## src/rtl/switch_debouncer.sv

```systemverilog
// Switch debouncer: two-flop synchroniser followed by a stable-time qualifier FSM.
// Produces a registered debounced level and a one-cycle tick on each qualified press.
module switch_debouncer #(
    parameter int ClkFreq    = 100_000_000,
    parameter int StableTime = 10
) (
    input  logic clk_i,
    input  logic rst_i,
    input  logic sw_i,
    output logic db_level_o,
    output logic db_tick_o
);

    localparam int N  = (ClkFreq / 1000) * StableTime;
    localparam int CW = $clog2(N + 1);

    localparam logic [CW-1:0] CNT_LOAD = CW'(N - 1);
    localparam logic [CW-1:0] CNT_ZERO = {CW{1'b0}};
    localparam logic [CW-1:0] CNT_ONE  = {{(CW-1){1'b0}}, 1'b1};

    typedef enum logic [1:0] {
        ZERO  = 2'd0,
        WAIT1 = 2'd1,
        ONE   = 2'd2,
        WAIT0 = 2'd3
    } state_t;

    logic          sync1_r;
    logic          sync2_r;
    state_t        state_r;
    logic [CW-1:0] cnt_r;
    logic          level_r;
    logic          tick_r;

    // Two-flop synchroniser bringing the raw switch into the clock domain.
    always_ff @(posedge clk_i) begin
        if (!rst_i) begin
            sync1_r <= 1'b0;
            sync2_r <= 1'b0;
        end else begin
            sync1_r <= sw_i;
            sync2_r <= sync1_r;
        end
    end

    // Qualifier FSM; the level register tracks the next state so it reads 1 in ONE/WAIT0.
    always_ff @(posedge clk_i) begin
        if (!rst_i) begin
            state_r <= ZERO;
            cnt_r   <= CNT_ZERO;
            level_r <= 1'b0;
            tick_r  <= 1'b0;
        end else begin
            tick_r <= 1'b0;
            case (state_r)
                ZERO: begin
                    level_r <= 1'b0;
                    if (sync2_r) begin
                        state_r <= WAIT1;
                        cnt_r   <= CNT_LOAD;
                    end
                end
                WAIT1: begin
                    if (!sync2_r) begin
                        state_r <= ZERO;
                        level_r <= 1'b0;
                    end else if (cnt_r == CNT_ZERO) begin
                        state_r <= ONE;
                        level_r <= 1'b1;
                        tick_r  <= 1'b1;
                    end else begin
                        cnt_r   <= cnt_r - CNT_ONE;
                        level_r <= 1'b0;
                    end
                end
                ONE: begin
                    level_r <= 1'b1;
                    if (!sync2_r) begin
                        state_r <= WAIT0;
                        cnt_r   <= CNT_LOAD;
                    end
                end
                WAIT0: begin
                    // Falling qualification never produces a tick.
                    if (sync2_r) begin
                        state_r <= ONE;
                        level_r <= 1'b1;
                    end else if (cnt_r == CNT_ZERO) begin
                        state_r <= ZERO;
                        level_r <= 1'b0;
                    end else begin
                        cnt_r   <= cnt_r - CNT_ONE;
                        level_r <= 1'b1;
                    end
                end
                default: begin
                    state_r <= ZERO;
                    cnt_r   <= CNT_ZERO;
                    level_r <= 1'b0;
                end
            endcase
        end
    end

    assign db_level_o = level_r;
    assign db_tick_o  = tick_r;

endmodule

```

## config.mk

```make
export PLATFORM = sky130hd
export DESIGN_NAME = switch_debouncer
export DESIGN_NICKNAME = d
export VERILOG_FILES = /design/src/rtl/switch_debouncer.sv
export SDC_FILE = /design/constraint.sdc
export NUM_CORES = 1
export LEC_CHECK = 0
export ABC_CLOCK_PERIOD_IN_PS = 2250
export CAP_MARGIN = 0
export CORE_MARGIN = 1
export CORE_UTILIZATION = 59
export CTS_BUF_LIST = sky130_fd_sc_hd__clkbuf_8 sky130_fd_sc_hd__clkbuf_16
export CTS_CLUSTER_DIAMETER = 100
export CTS_CLUSTER_SIZE = 12
export DETAILED_ROUTE_END_ITERATION = 10
export PLACE_DENSITY = 0.77
export SLEW_MARGIN = 20
export SYNTH_ARGS = -nofsm -noshare
export SYNTH_HDL_FRONTEND = slang
export SYNTH_SLANG_ARGS = --single-unit
```

## constraint.sdc

```tcl
create_clock -name clk_i -period 2.25 [get_ports clk_i]
set_input_delay 0.225 -clock clk_i [delete_from_list [all_inputs] [get_ports clk_i]]
set_output_delay 0.225 -clock clk_i [all_outputs]
set_load 0.05 [all_outputs]
```

==> impl_metrics.tcl <==
set metrics [dict create \
    status "finished, final reports clean" \
    crit_fanout 10 \
    p_comb_frac 0.188 \
    fill_cells 169 \
    root_buffer "clkbuf_8" \
    power_switching_w 0.0003055 \
    grt_overflow_total 0 \
    cts_buffers 3 \
    ys_seq_area_frac 0.3895 \
    syn-num-nets 150 \
    worstRegToRegCells 4 \
    layout_common_cells "dfxtp_1 (26), a21oi_1 (12), nand2_1 (12)" \
    areaGrowthSynthToFinish_pct 13.30 \
    coreArea_um2 2042 \
    clock_latency_ps 270 \
    post_cts_resized 0 \
    finalSetupTns_ps 0 \
    slowest_delay_ps 560 \
    fin_crit_sh 0.9325 \
    register_area_um2 520.5 \
    cts_setup_buffers 0 \
    finalPower_w 0.001121 \
    drtIter0Drc 63 \
    max_freq_mhz 476.6 \
    clockBufferDepth 2 \
    power_frac_seq 0.468 \
    drive_above_1_share 0.1410 \
    hold-worst-slack_ps 450.4 \
    skew_ps 5.188 \
    cp-start-kind "register" \
    crit_family "simple AND/OR/NAND/NOR gates" \
    wl_mm 2.951 \
    routed_via_density 6.645 \
    maxCapViolCount 0 \
    vdd_ir_drop_max_uv 477.4 \
    multiInputGateArea_um2 780.7 \
    portBuffers 4 \
    htree_levels 1 \
    num_vias 1216 \
    path_cells "xor2_1 > nand4_2 > or4_1 > a31oi_1" \
    whs_path_depth 1 \
    cts_hold_buf 0 \
    final_common_cell "dfxtp_1" \
    critPathKind "reg -> reg" \
    ys.warnings.count 0 \
    synth_cell_types 45 \
    n_antenna_cell 0 \
    cp-end-kind "register" \
    place.gp.congestion 0.8203 \
    nNetsFinal 162 \
    setup_violations 0 \
    ant_nets 0 \
    syn_area_um2 1336 \
    synth-seq-cells 26 \
    slew_headroom 0.6233 \
    cp_data_required_time_ps 2460 \
    die_y_um 49.59 \
    crit_arrival_ps 2300 \
    postSynthAreaPerCell_um2 9.216 \
    io-pin-count 5 \
    placedCellCount 179 \
    period_minus_slack_ps 2098 \
    rsz0062_at_grt "no" \
    cts_tree "yes" \
    critical_path_depth 4 \
    hold_start "sync1_r" \
    path_clk_slew_ps 90 \
    antenna_found_initial 0 \
    synth_cells 145 \
    post-route-drc-count 0 \
    grtUsageTotal 0.2656 \
    dpl.hpwl_mm 2.124 \
    cts_sinks 26 \
    pwr-share-clk 0.343 \
    hold_viol 0 \
    fp.dieW_um 49.59 \
    grt_pass1_wl_mm 5.064 \
    num_rows 16 \
    layout.cells.non_filler 183 \
    grt_max_degree 16 \
    wl_per_cell_um 16.13 \
    grt_pass1_vias 1131 \
    slew_violations 0 \
    die_area_um2 2459 \
    first_pass_iters 4 \
    switching_share 0.2725 \
    timing.critical_path.buf_inv 0 \
    p_per_area_nw_per_um2 740.6 \
    worstMarginPinSlew_ps 561.7 \
    cp_slowest_cell "or4_1" \
    p_leak_nw 0.5185 \
    initial_core_util 0.6544 \
    internal_power_w 0.0008157 \
    hold_path_class "reg -> reg" \
]
-- worst reg2reg max path: cells and delay by family, from the launching register on --
kind / cells / cell delay (ps)
AND/OR/NAND/NOR: 2 / 950
AO/OA/AOI/OAI: 1 / 180
XOR/XNOR: 1 / 490
flip-flops: 1 / 410
-- registers in the layout, indices dropped and copies added, names as in the netlist, named ones only --
name / cells
sync2_r: 1
sync1_r: 1
state_r: 1
db_level_o: 1
cnt_r: 20
db_tick_o: 1
-- through the flow --
stage          instance area, um2  utilization  setup WS, ps
2_1_floorplan                1336            -         372.4
6_report                     1514       0.7414         151.9
3_3_place_gp                 1443       0.7065         334.7
3_5_place_dp                 1443       0.7065         260.6
5_1_grt                      1514       0.7414         13.27
4_1_cts                      1514       0.7414         170.6
-- synth_stat cells --
library cell  number  share of area
nor4_4             3          0.048
o21ai_0            5          0.019
a211o_1            1         0.0066
o311a_1            1         0.0075
o21ai_1            2         0.0075
o221a_1            1         0.0084
xnor2_1            1         0.0066
a21oi_1           12          0.045
clkbuf_1           2         0.0056
nand3_1            5          0.019
nand2b_1           4          0.019
clkinv_1           1         0.0028
xor2_1             1         0.0066
o21a_1             1         0.0056
nand4_2            1         0.0094
nor4_1             3          0.014
nor3_1             1         0.0037
or4_4              2          0.017
o31ai_1            8          0.045
ha_1               2          0.019
nand4_1            2         0.0094
dfxtp_1           26           0.39
nor2_1             4          0.011
a311oi_1           1         0.0066
nor3b_1            1         0.0056
a2111o_1           1         0.0084
or2_2              3          0.014
or4_1              7          0.039
or4b_1             1         0.0075
nor4b_1            1         0.0066
buf_2              1         0.0037
a211oi_1           1         0.0056
and2_1             4          0.019
inv_1              3         0.0084
nor2_4             1         0.0084
buf_4              1         0.0056
o31a_1             1         0.0066
o41ai_1            1         0.0066
a31oi_1            6          0.028
nand2_1           12          0.034
nand3b_1           1         0.0056
mux2i_1            3          0.022
or3_1              4          0.019
o31ai_2            1         0.0094
a2111oi_0          1         0.0066
-- metal layers --
layer,track usage,share of wire
met5,0,0
met4,0.09524,0.016
met3,0.04938,0.045
met2,0.4482,0.48
met1,0.3346,0.45
-- cells by family (layout without fill, tap and decap cells) --
group           count (synthesis)  after routing  synth area share
simple gates                   60             60            0.3080
compound gates                 44             44            0.2219
flops                          26             26            0.3895
buf+inv                         8             19           0.02621
mux                             3              3           0.02247
fa+ha+maj                       2              2           0.01872
xor+xnor                        2              2           0.01311
-- power groups by stage --
stage	sequential (W)	clock [W]	combinational [W]
after floorplan	0.000526	0	0.000159
after global placement	0.000531	0	0.000201
after detailed placement	0.000534	0	0.000207
after CTS	0.000524	0.000386	0.000210
after global routing	0.000530	0.000402	0.000233
final	0.000525	0.000385	0.000211
-- layout make-up --
type,count,area share
Multi-Input combinational cell,111,0.5157
Sequential cell,26,0.3438
Timing Repair Buffer,11,0.06116
Clock buffer,3,0.02727
Tap cell,27,0.02231
Clock inverter,1,0.01983
Inverter,4,0.009917
-- path summary, 6_finish.rpt --
kind,end,slack [ps]
hold reg to reg,sync2_r,450
setup / recovery,cnt_r[16],150
hold / removal,sync2_r,450
setup reg to reg,cnt_r[16],150
Power figures use the tool's default switching activity.
